===== src/rtl/nibble_capture_if.sv =====
// Capture/read bus between nibble_capture and its producer/consumer side.
// The slave modport is the FIFO; the master modport is whoever drives y and drains samples.
interface nibble_capture_if #(
    parameter int DATA_W = 4,
    parameter int ADDR_W = 3
);
    logic              enable;
    logic [DATA_W-1:0] y;
    logic              clear;
    logic              rd_en;
    logic [DATA_W-1:0] rd_data;
    logic              rd_valid;
    logic              empty;
    logic              full;
    logic [ADDR_W:0]   count;
    logic              overflow;

    modport master (
        output enable, y, clear, rd_en,
        input  rd_data, rd_valid, empty, full, count, overflow
    );

    modport slave (
        input  enable, y, clear, rd_en,
        output rd_data, rd_valid, empty, full, count, overflow
    );
endinterface


===== src/rtl/nibble_capture.sv =====
// Samples the 4-bit y stream into a small FIFO drained by a rd_en/rd_valid handshake.
// Define NIBBLE_CAPTURE_ON_CHANGE_EN to push only samples that differ from the last pushed one.
module nibble_capture #(
    parameter int DATA_W = 4,
    parameter int DEPTH  = 8,
    parameter int ADDR_W = 3
) (
    input  logic             clk,
    input  logic             reset,
    nibble_capture_if.slave  bus
);
    localparam logic [ADDR_W:0] FULL_COUNT = (ADDR_W + 1)'(DEPTH);

    logic [DATA_W-1:0] mem_q [DEPTH];
    logic [DATA_W-1:0] mem_d [DEPTH];
    logic [ADDR_W-1:0] wr_ptr_q, wr_ptr_d;
    logic [ADDR_W-1:0] rd_ptr_q, rd_ptr_d;
    logic [ADDR_W:0]   count_q, count_d;
    logic [DATA_W-1:0] rd_data_q, rd_data_d;
    logic              rd_valid_q, rd_valid_d;
    logic              overflow_q, overflow_d;
    logic              empty_q, empty_d;
    logic              full_q, full_d;
    logic              push_req;
    logic              push;
    logic              pop;
`ifdef NIBBLE_CAPTURE_ON_CHANGE_EN
    logic [DATA_W-1:0] last_q, last_d;
    logic              first_q, first_d;
`endif

    always_comb begin
`ifdef NIBBLE_CAPTURE_ON_CHANGE_EN
        push_req = bus.enable && (first_q || (bus.y != last_q));
`else
        push_req = bus.enable;
`endif
        pop  = bus.rd_en && !empty_q;
        // A pop on the same edge frees the slot, so a full FIFO can still accept a push.
        push = push_req && (!full_q || pop);

        mem_d      = mem_q;
        wr_ptr_d   = wr_ptr_q;
        rd_ptr_d   = rd_ptr_q;
        count_d    = count_q;
        rd_data_d  = rd_data_q;
        rd_valid_d = 1'b0;
        overflow_d = overflow_q;
`ifdef NIBBLE_CAPTURE_ON_CHANGE_EN
        last_d  = last_q;
        first_d = first_q;
`endif

        if (bus.clear) begin
            wr_ptr_d   = '0;
            rd_ptr_d   = '0;
            count_d    = '0;
            overflow_d = 1'b0;
`ifdef NIBBLE_CAPTURE_ON_CHANGE_EN
            last_d  = '0;
            first_d = 1'b1;
`endif
        end else begin
            if (push) begin
                mem_d[wr_ptr_q] = bus.y;
                wr_ptr_d        = wr_ptr_q + ADDR_W'(1);
`ifdef NIBBLE_CAPTURE_ON_CHANGE_EN
                last_d  = bus.y;
                first_d = 1'b0;
`endif
            end
            if (pop) begin
                rd_data_d = mem_q[rd_ptr_q];
                rd_ptr_d  = rd_ptr_q + ADDR_W'(1);
            end
            rd_valid_d = pop;
            if (push_req && full_q && !pop) begin
                overflow_d = 1'b1;
            end
            count_d = count_q + (ADDR_W + 1)'(push) - (ADDR_W + 1)'(pop);
        end

        empty_d = (count_d == '0);
        full_d  = (count_d == FULL_COUNT);
    end

    always_ff @(posedge clk or posedge reset) begin
        if (reset) begin
            for (int i = 0; i < DEPTH; i++) begin
                mem_q[i] <= '0;
            end
            wr_ptr_q   <= '0;
            rd_ptr_q   <= '0;
            count_q    <= '0;
            rd_data_q  <= '0;
            rd_valid_q <= 1'b0;
            overflow_q <= 1'b0;
            empty_q    <= 1'b1;
            full_q     <= 1'b0;
`ifdef NIBBLE_CAPTURE_ON_CHANGE_EN
            last_q  <= '0;
            first_q <= 1'b1;
`endif
        end else begin
            mem_q      <= mem_d;
            wr_ptr_q   <= wr_ptr_d;
            rd_ptr_q   <= rd_ptr_d;
            count_q    <= count_d;
            rd_data_q  <= rd_data_d;
            rd_valid_q <= rd_valid_d;
            overflow_q <= overflow_d;
            empty_q    <= empty_d;
            full_q     <= full_d;
`ifdef NIBBLE_CAPTURE_ON_CHANGE_EN
            last_q  <= last_d;
            first_q <= first_d;
`endif
        end
    end

    assign bus.rd_data  = rd_data_q;
    assign bus.rd_valid = rd_valid_q;
    assign bus.empty    = empty_q;
    assign bus.full     = full_q;
    assign bus.count    = count_q;
    assign bus.overflow = overflow_q;
endmodule


===== src/flat_wrapper.sv =====
// flat-port wrapper written by rule: the top's interface ports become plain ports
module nibble_capture_flat 
#(
    parameter int DATA_W = 4,
    parameter int DEPTH  = 8,
    parameter int ADDR_W = 3
)
  (clk, reset, bus_enable, bus_y, bus_clear, bus_rd_en, bus_rd_data, bus_rd_valid, bus_empty, bus_full, bus_count, bus_overflow);
  nibble_capture_if #(.DATA_W(DATA_W), .ADDR_W(ADDR_W)) bus_i ();
  input  logic clk;
  input  logic reset;
  input wire logic [$bits(bus_i.enable)-1:0] bus_enable;
  input wire logic [$bits(bus_i.y)-1:0] bus_y;
  input wire logic [$bits(bus_i.clear)-1:0] bus_clear;
  input wire logic [$bits(bus_i.rd_en)-1:0] bus_rd_en;
  output wire logic [$bits(bus_i.rd_data)-1:0] bus_rd_data;
  output wire logic [$bits(bus_i.rd_valid)-1:0] bus_rd_valid;
  output wire logic [$bits(bus_i.empty)-1:0] bus_empty;
  output wire logic [$bits(bus_i.full)-1:0] bus_full;
  output wire logic [$bits(bus_i.count)-1:0] bus_count;
  output wire logic [$bits(bus_i.overflow)-1:0] bus_overflow;
  assign bus_i.enable = bus_enable;
  assign bus_i.y = bus_y;
  assign bus_i.clear = bus_clear;
  assign bus_i.rd_en = bus_rd_en;
  assign bus_rd_data = bus_i.rd_data;
  assign bus_rd_valid = bus_i.rd_valid;
  assign bus_empty = bus_i.empty;
  assign bus_full = bus_i.full;
  assign bus_count = bus_i.count;
  assign bus_overflow = bus_i.overflow;
  nibble_capture #(.DATA_W(DATA_W), .DEPTH(DEPTH), .ADDR_W(ADDR_W)) u_core (.clk(clk), .reset(reset), .bus(bus_i));
endmodule

===== config.mk =====
export PLATFORM = sky130hd
export DESIGN_NAME = nibble_capture_flat
export DESIGN_NICKNAME = d
export VERILOG_FILES = /design/src/rtl/nibble_capture_if.sv /design/src/rtl/nibble_capture.sv /design/src/flat_wrapper.sv
export SDC_FILE = /design/constraint.sdc
export NUM_CORES = 1
export LEC_CHECK = 0
export CORE_MARGIN = 4
export CORE_UTILIZATION = 50
export DETAILED_ROUTE_END_ITERATION = 6
export PLACE_DENSITY = 0.76
export SLEW_MARGIN = 20
export SYNTH_ARGS = -nofsm -noshare
export SYNTH_HDL_FRONTEND = slang
export SYNTH_SLANG_ARGS = --single-unit

===== constraint.sdc =====
create_clock -name clk -period 6.46 [get_ports clk]
set_input_delay 1.938 -clock clk [delete_from_list [all_inputs] [get_ports clk]]
set_output_delay 1.938 -clock clk [all_outputs]
set_load 0.02 [all_outputs]

# Yosys cells after proc, flatten, opt, wreduce, memory -nomap -nowiden

Cells that the tools add are included.
Widths: inputs -> output; s select.

Equality and inequality tests: 1
Bitwise logic cells: 3
$add $sub $neg: 4
Reduce and logical (&&, ||, !) cells: 15
Mux-type cells: 14
$lt $le $gt $ge: 3

Operators by type and width:

| cell                | number |
|---|---|
| $bwmux 32           | 1 |
| $mux 4              | 4 |
| $bmux 4 s3          | 1 |
| $demux 4 s3         | 1 |
| $mux 3              | 4 |
| $ge 4x4->1 const B  | 2 |
| $not 3->4           | 2 |
| $add 3x1->3 const B | 2 |
| $reduce_bool 2->1   | 3 |
| $logic_and 1x1->1   | 5 |
| $add 4x1->4         | 1 |
| $eq 4x4->1 const B  | 1 |
| $logic_not 4->1     | 1 |
| $lt 4x1->1 const B  | 1 |
| $reduce_and 2->1    | 2 |
| $sub 4x1->4         | 1 |
| $logic_not 1->1     | 3 |
| $mux 1              | 3 |
| $logic_or 1x1->1    | 1 |
| $not 1->1           | 1 |

Logic and storage cells: 56
Register bits after elaboration: 50
Output and inout port bits: 12

# Depth between registers and ports, before layout

Gate-level depths: netlist of run 1.

Depth in word-level cells: 8
Gate-level depth with buffers: 8

# Least setup slack after synthesis of run 1

OpenSTA, ideal clock, no wires.

Path type: in2reg
From: in bus_rd_en
To: reg u_core.full_q (netlist: u_core.bus.full)
Path slack: 3.022 ns
Stages on the path: 8
Arrival: 3.365 ns
Required time: 6.387 ns
Path through: and2b_2 -> nand2b_1 -> nand2_1 -> ha_1 -> a21o_1 -> a2111oi_0 -> o21bai_1 -> nor2b_1

Longest elaborated chain between the ends: 7

Ends and longest elaborated chain:

| item                        | RTL line              | text |
|---|---|---|
| start: declaration          | flat_wrapper.sv:15    | `input wire logic [$bits(bus_i.rd_en)-1:0] bus_rd_en;` |
| $logic_and 1x1->1 (*)       | nibble_capture.sv:38  | `pop = bus.rd_en && !empty_q;` |
| $logic_or 1x1->1            | nibble_capture.sv:40  | `push = push_req && (!full_q \|\| pop);` |
| $logic_and 1x1->1           | nibble_capture.sv:40  |  |
| $add 4x1->4                 | nibble_capture.sv:80  | `count_d = count_q + (ADDR_W + 1)'(push) - (ADDR_W + 1)'(pop);` |
| $sub 4x1->4 (*)             | nibble_capture.sv:80  |  |
| $mux 4 (*)                  | nibble_capture.sv:54  | `if (bus.clear) begin` |
| named net u_core.count_d[3] | nibble_capture.sv:18  | `logic [ADDR_W:0] count_q, count_d;` |
| $eq 4x4->1 (*)              | nibble_capture.sv:84  | `full_d = (count_d == FULL_COUNT);` |
| named net u_core.full_d     | nibble_capture.sv:23  | `logic full_q, full_d;` |
| end signal: assignment      | nibble_capture.sv:113 | `full_q <= full_d;` |
| end: declaration            | nibble_capture.sv:23  |  |

The timed path passes the listed nets; every way through them passes the cells marked *.
A chain may end at the register's enable or synchronous reset.

# Worst setup path after layout of run 1

Ends and elaborated chain as after synthesis.

==> run metrics, run 1 <==
GR Overflow Total=0; Hold EP=u_core.bus.rd_data[3]; wire length of the first global-routing pass=7817 µm; CP Capture Type=flip-flop; Initial DRC Count=58; CP Launch Type=primary input; CP Class=in -> reg; hold path cells=2; synthesized net count=just under 200; fraction of layout cells with a size suffix above 1=23.76%; H-tree depth=2; maximum vdd ir drop=between 0.15 and 0.2 mV; Crit path required time=between 6 and 7 ns; worst skew pair latency=roughly 0.30 ns; count of final setup violators=0; Ports=21; P&R area growth vs syn=13.06%; clk buf depth=2; antenna cell count=0; Num CTS Buffers=5; IO Port Bufs=20; CP max FO=5; Pleak=about 1.2 nW; Seq cells post-synth=50; CTS hold repair buffers=0; Resized cells post-CTS=0; Global Route Usage Sum=roughly 17%; Worst Hold Launch=u_core.bus.rd_data[3]; Slew Limit Fails=0; via count=1413; Reg area=around 1300 µm²; Die H=~77 µm; clock net sink count=50; core area=4474 µm²; fin crit share=60.03%; CTS tree=built; fill count=around 350; setup TNS=0 ns; HP Class=reg -> reg; PD cells=~370 nW/µm²; most common cell after layout, fill and taps aside=dfrtp_1; Slew headroom=between 30 and 40%; antenna violations before repair=0; asr flop ratio synth=between 90% and 100%; Cell Area, Synth=roughly 2400 µm²; final hold vios=0; Rows=24; dominant synthesized flop cell=dfrtp_1; Crit Reg-Reg Startpoint=u_core.bus.empty; count of different cell masters after synthesis=30; Post-route DRC=0; Final Instance Area=~2700 µm²; via count of the first global-routing pass=between 1500 and 2000; most frequent cells in the layout=dfrtp_1 (49), mux2_2 (32), clkdlybuf4s50_1 (20), mux2i_1 (17), nand2_1 (15); setup repair bufs after CTS=0; drt via density=around 5.6; GPL Wtd Cong=a little over 0.8; Max-cap violations=0; Worst-Margin Slew=just under 1 ns; Cell Area, Placed=2615 µm²; FF-to-FF End=u_core.bus.full; Detail Route Antenna Nets=0; status=finished, final reports clean; number of flops mapped to enable cells by yosys=0; RSZ-0062 raised after global routing=no; largest net degree at the start of global routing=51; dpl hpwl=around 3200 µm; Ys Warns=0; combined area of the multi-input logic cells=1071 µm²; clock slew at reported path FFs=~0.080 ns; sequential share of the synthesized area=52.52%; root buf cell=clkbuf_8; routed wire length=roughly 4500 µm; Final min period=3.878 ns; crit path DAT=roughly 4.1 ns; Reg2Reg Setup Slack=roughly 4.2 ns; DRT Pass-1 Iters=4; nets=216; Final Skew=roughly 0.0062 ns; Max Fclk=~0.26 GHz; WL per Instance=17.57 µm; Avg Cell Area, Syn=between 10 and 15 µm²; die area=slightly below 6000 µm²; reg2reg path depth=8; Initial Util=between 50% and 60%; Die W=77.06 µm; Post-Syn Instances=between 150 and 200
-- worst max-delay path by stage --
stage | start | cells past startpoint | slack, ns | endpoint
2_1_floorplan | bus_rd_en | 8 | 3.02 | u_core.bus.full
3_3_place_gp | bus_rd_en | 8 | 2.43 | u_core.bus.empty
3_5_place_dp | bus_rd_en | 8 | 2.26 | u_core.bus.full
4_1_cts | bus_rd_en | 8 | 2.56 | u_core.bus.full
5_1_grt | bus_rd_en | 9 | 2.50 | u_core.bus.full
6_report | bus_rd_en | 8 | 2.58 | u_core.bus.full
-- registers in the layout, summed over array words and instances (netlist names) --
name                 flops
u_core.rd_ptr_q          3
u_core.bus.full          1
u_core.bus.rd_valid      1
u_core.mem_q            32
u_core.wr_ptr_q          3
u_core.bus.count         4
u_core.bus.empty         1
u_core.bus.overflow      1
u_core.bus.rd_data       4
-- Yosys cell counts (3+ instances only) --
cell type / instances / share of area [%]
dfrtp_1: 49 / 51
mux2_2: 32 / 15
mux2i_1: 17 / 7.1
nand2_1: 15 / 2.4
nor2_1: 10 / 1.6
inv_1: 7 / 1.1
ha_1: 5 / 2.6
nor2b_1: 5 / 1.3
a21oi_1: 4 / 0.84
mux4_2: 4 / 3.8
o21ai_0: 4 / 0.84
xnor2_1: 4 / 1.5
clkbuf_1: 3 / 0.47
nand2b_1: 3 / 0.79
-- routing by layer --
metal / global-route usage (%) / up-vias / share of wire (%)
li1: - / 665 / -
met1: 22.06 / 719 / 45
met2: 28.40 / 22 / 51
met3: 4.333 / 7 / 2.9
met4: 4.093 / 0 / 1.1
met5: 0 / - / 0
-- stage by stage --
| step | hold slack, ns | util [%] | total power [mW] | setup slack (ns) | instances |
|---|---|---|---|---|---|
| floorplan | 0.4786 | - | 0.7098 | 3.022 | 180 |
| global placement | 0.4638 | 58.45 | 0.8032 | 2.429 | 246 |
| detailed placement | 0.4842 | 58.45 | 0.8267 | 2.256 | 246 |
| CTS | 0.5030 | 60.23 | 0.9987 | 2.564 | 254 |
| global route | 0.5278 | 60.26 | 1.056 | 2.500 | 254 |
| finish | 0.4909 | 60.26 | 0.9924 | 2.582 | 254 |
-- cell families after synthesis --
| family | Yosys count | synth area share (%) |
|---|---|---|
| AO/OA/AOI/OAI | 15 | 5.562 |
| XOR/XNOR | 6 | 2.204 |
| adder cells (fa/ha/maj) | 6 | 3.463 |
| buffers and inverters | 13 | 2.571 |
| flip-flops | 50 | 52.52 |
| multiplexers | 53 | 26.02 |
| AND/OR/NAND/NOR | 37 | 7.660 |
-- critical path, stage by stage --
cell and delay, ns:
clkdlybuf4s50_1 0.54, and2b_2 0.22, nand2b_1 0.13, ha_1 0.30, a21o_1 0.19, a2111oi_0 0.42
o21bai_1 0.21, nor2b_1 0.17
-- cell type report --
type	instances	area share, %
Sequential cell	50	46.45
Inverter	7	1.021
Tap cell	52	2.413
Timing Repair Buffer	20	7.425
Clock buffer	8	2.970
Multi-Input combinational cell	117	39.72
-- where the power goes --
part	switching (mW)	total [mW]	internal (mW)	leakage, nW
combinational	0.161	0.352	0.191	0.509
clock	0.0956	0.173	0.0771	0.0395
sequential	0.0698	0.468	0.398	0.658
(Power assumes the default switching activity.)
==> run 2, diff against run 1 <==
- PLACE_DENSITY: 0.76 -> 0.78
- clock period: 6.46 -> 3.3 ns (I/O delays scaled with it)
==> run 2 against run 1 <==
Largest power group unchanged. Largest cell class unchanged. Critical endpoint unchanged. Global-route usage fell by 1.0 points. Critical path depth unchanged. Design area rose by 2.3%.
==> run metrics, run 2 (same netlist as run 1, synthesis figures left out) <==
status=finished, final reports clean; PD cells=735.8 nW/µm²; CP Class=in -> reg; clock slew at reported path FFs=0.09 ns; nets=220; Crit path required time=about 3.5 ns; WL per Instance=approximately 17 µm; root buf cell=clkbuf_8; worst skew pair latency=~0.29 ns; Cell Area, Placed=roughly 2600 µm²; wire length of the first global-routing pass=between 7000 and 8000 µm; most common cell after layout, fill and taps aside=dfrtp_1; crit path DAT=3.10 ns; via count=around 1400; critical-path cell list=clkdlybuf4s50_1 -> and2b_2 -> nand2b_1 -> ha_1 -> a21o_1 -> a2111oi_0 -> o21bai_1 -> nor2b_1; CTS hold repair buffers=0; antenna cell count=0; routed wire length=~4300 µm; core area=4474 µm²; HP Class=reg -> reg; Resized cells post-CTS=0; Detail Route Antenna Nets=0; Global Route Usage Sum=between 10% and 20%; Final min period=between 2 and 3 ns; Max-cap violations=0; count of final setup violators=0; fill count=between 300 and 400; Rows=24; largest net degree at the start of global routing=26; delay-heaviest family, CP=compound AO/OA/AOI/OAI gates; Die W=approximately 77 µm; Post-route DRC=0; Ports=21; Worst-Margin Slew=~1 ns; fraction of layout cells with a size suffix above 1=a little over a quarter; Slew Limit Fails=0; H-tree depth=2; clock net sink count=50; most frequent cells in the layout=dfrtp_1 (49), mux2_2 (32), clkdlybuf4s50_1 (20), mux2i_1 (17), nand2_1 (15); antenna violations before repair=0; CP max stage delay=0.53 ns; Final Skew=0.005487 ns; Largest register FFs=32; worst path bufs/invs=1; final hold vios=0; drt via density=roughly 5.6; CTS tree=built; Initial Util=53.30%; maximum vdd ir drop=~0.25 mV; die area=5938 µm²; setup repair bufs after CTS=0; CP Launch Type=primary input; GR Overflow Total=0; DRT Pass-1 Iters=4; Largest Register=u_core.mem_q; CP Capture Type=flip-flop; slowest stage cell, crit path=clkdlybuf4s50_1; combined area of the multi-input logic cells=around 1100 µm²; fin crit share=slightly below 90%; Final Instance Area=2758 µm²; Slew headroom=33.43%; clk buf depth=2; via count of the first global-routing pass=1504; dpl hpwl=roughly 3200 µm; Reg area=1252 µm²; setup TNS=0 ns; IO Port Bufs=20; RSZ-0062 raised after global routing=no; CP max FO=5; Die H=between 70 and 80 µm; Initial DRC Count=between 100 and 150; P&R area growth vs syn=15.63%; Num CTS Buffers=5; GPL Wtd Cong=between 0.8 and 0.9; Pleak=about 1.2 nW; Max Fclk=approximately 0.35 GHz
==> run 2: changes by cell type in the layout (fill, tap and decap cells not counted) <==
cell       previous run  this run
buf_4                 0         4
clkbuf_1              3         0
bufinv_16             0         1
inv_2                 0         1
inv_6                 0         1
==> run 2: worst paths after layout <==
path,depth (start not counted),start,to,slack [ns]
setup / recovery,8,bus_rd_en,u_core.bus.full,0.43
hold / removal,2,u_core.bus.rd_data[2],u_core.bus.rd_data[2],0.49
setup reg to reg,8,u_core.bus.empty,u_core.bus.full,1.05
hold reg to reg,2,u_core.bus.rd_data[2],u_core.bus.rd_data[2],0.49
max in group asynchronous,3,reset,u_core.mem_q[20],1.69
min in group asynchronous,2,reset,u_core.mem_q[19],1.04
==> run 2: power by group <==
part | switching [mW] | total [mW] | internal (mW)
combinational | 0.306 | 0.685 | 0.379
sequential | 0.139 | 0.918 | 0.779
clock | 0.199 | 0.427 | 0.227
total | 0.644 | 2.03 | 1.38
==> run 2: cell type report <==
class                      instances  share of cell area, %
inverter                           7                 0.9528
tap                               52                  2.359
clock inverter                     3                  1.588
clock buffer                       5                  2.495
timing repair buffer              24                  8.348
sequential                        50                  45.42
multi-input combinational        117                  38.84
==> run 2: worst min-delay path, stage by stage, from the launching register on <==
cell     delay [ns]
dfrtp_1        0.35
nand2_1        0.04
o21ai_0        0.06
==> run 2: through the flow <==
step	setup WS [ns]	instances	power (mW)	hold WS, ns	utilization [%]
after CTS	0.4219	258	2.046	0.4950	61.63
after detailed placement	0.1147	250	1.619	0.4752	59.12
after global routing	0.2204	258	2.154	0.5230	61.63
after global placement	0.2504	250	1.568	0.4623	59.12
final	0.4255	258	2.029	0.4926	61.63
after floorplan	0.8102	180	1.389	0.4786	-
==> run 2: layer usage <==
metal	wire length (µm)	track usage, %	part of all wire, %
met5	0	0	0
met4	40	4.270	0.93
met3	105	3.747	2.4
met2	2168	26.48	50
met1	1996	20.86	46
==> run 3, diff against run 2 <==
- SKIP_CTS_REPAIR_TIMING: not set -> 1
==> results of run 3 <==
Same layout as run 2: the final DEF is identical, and so are final timing and power.
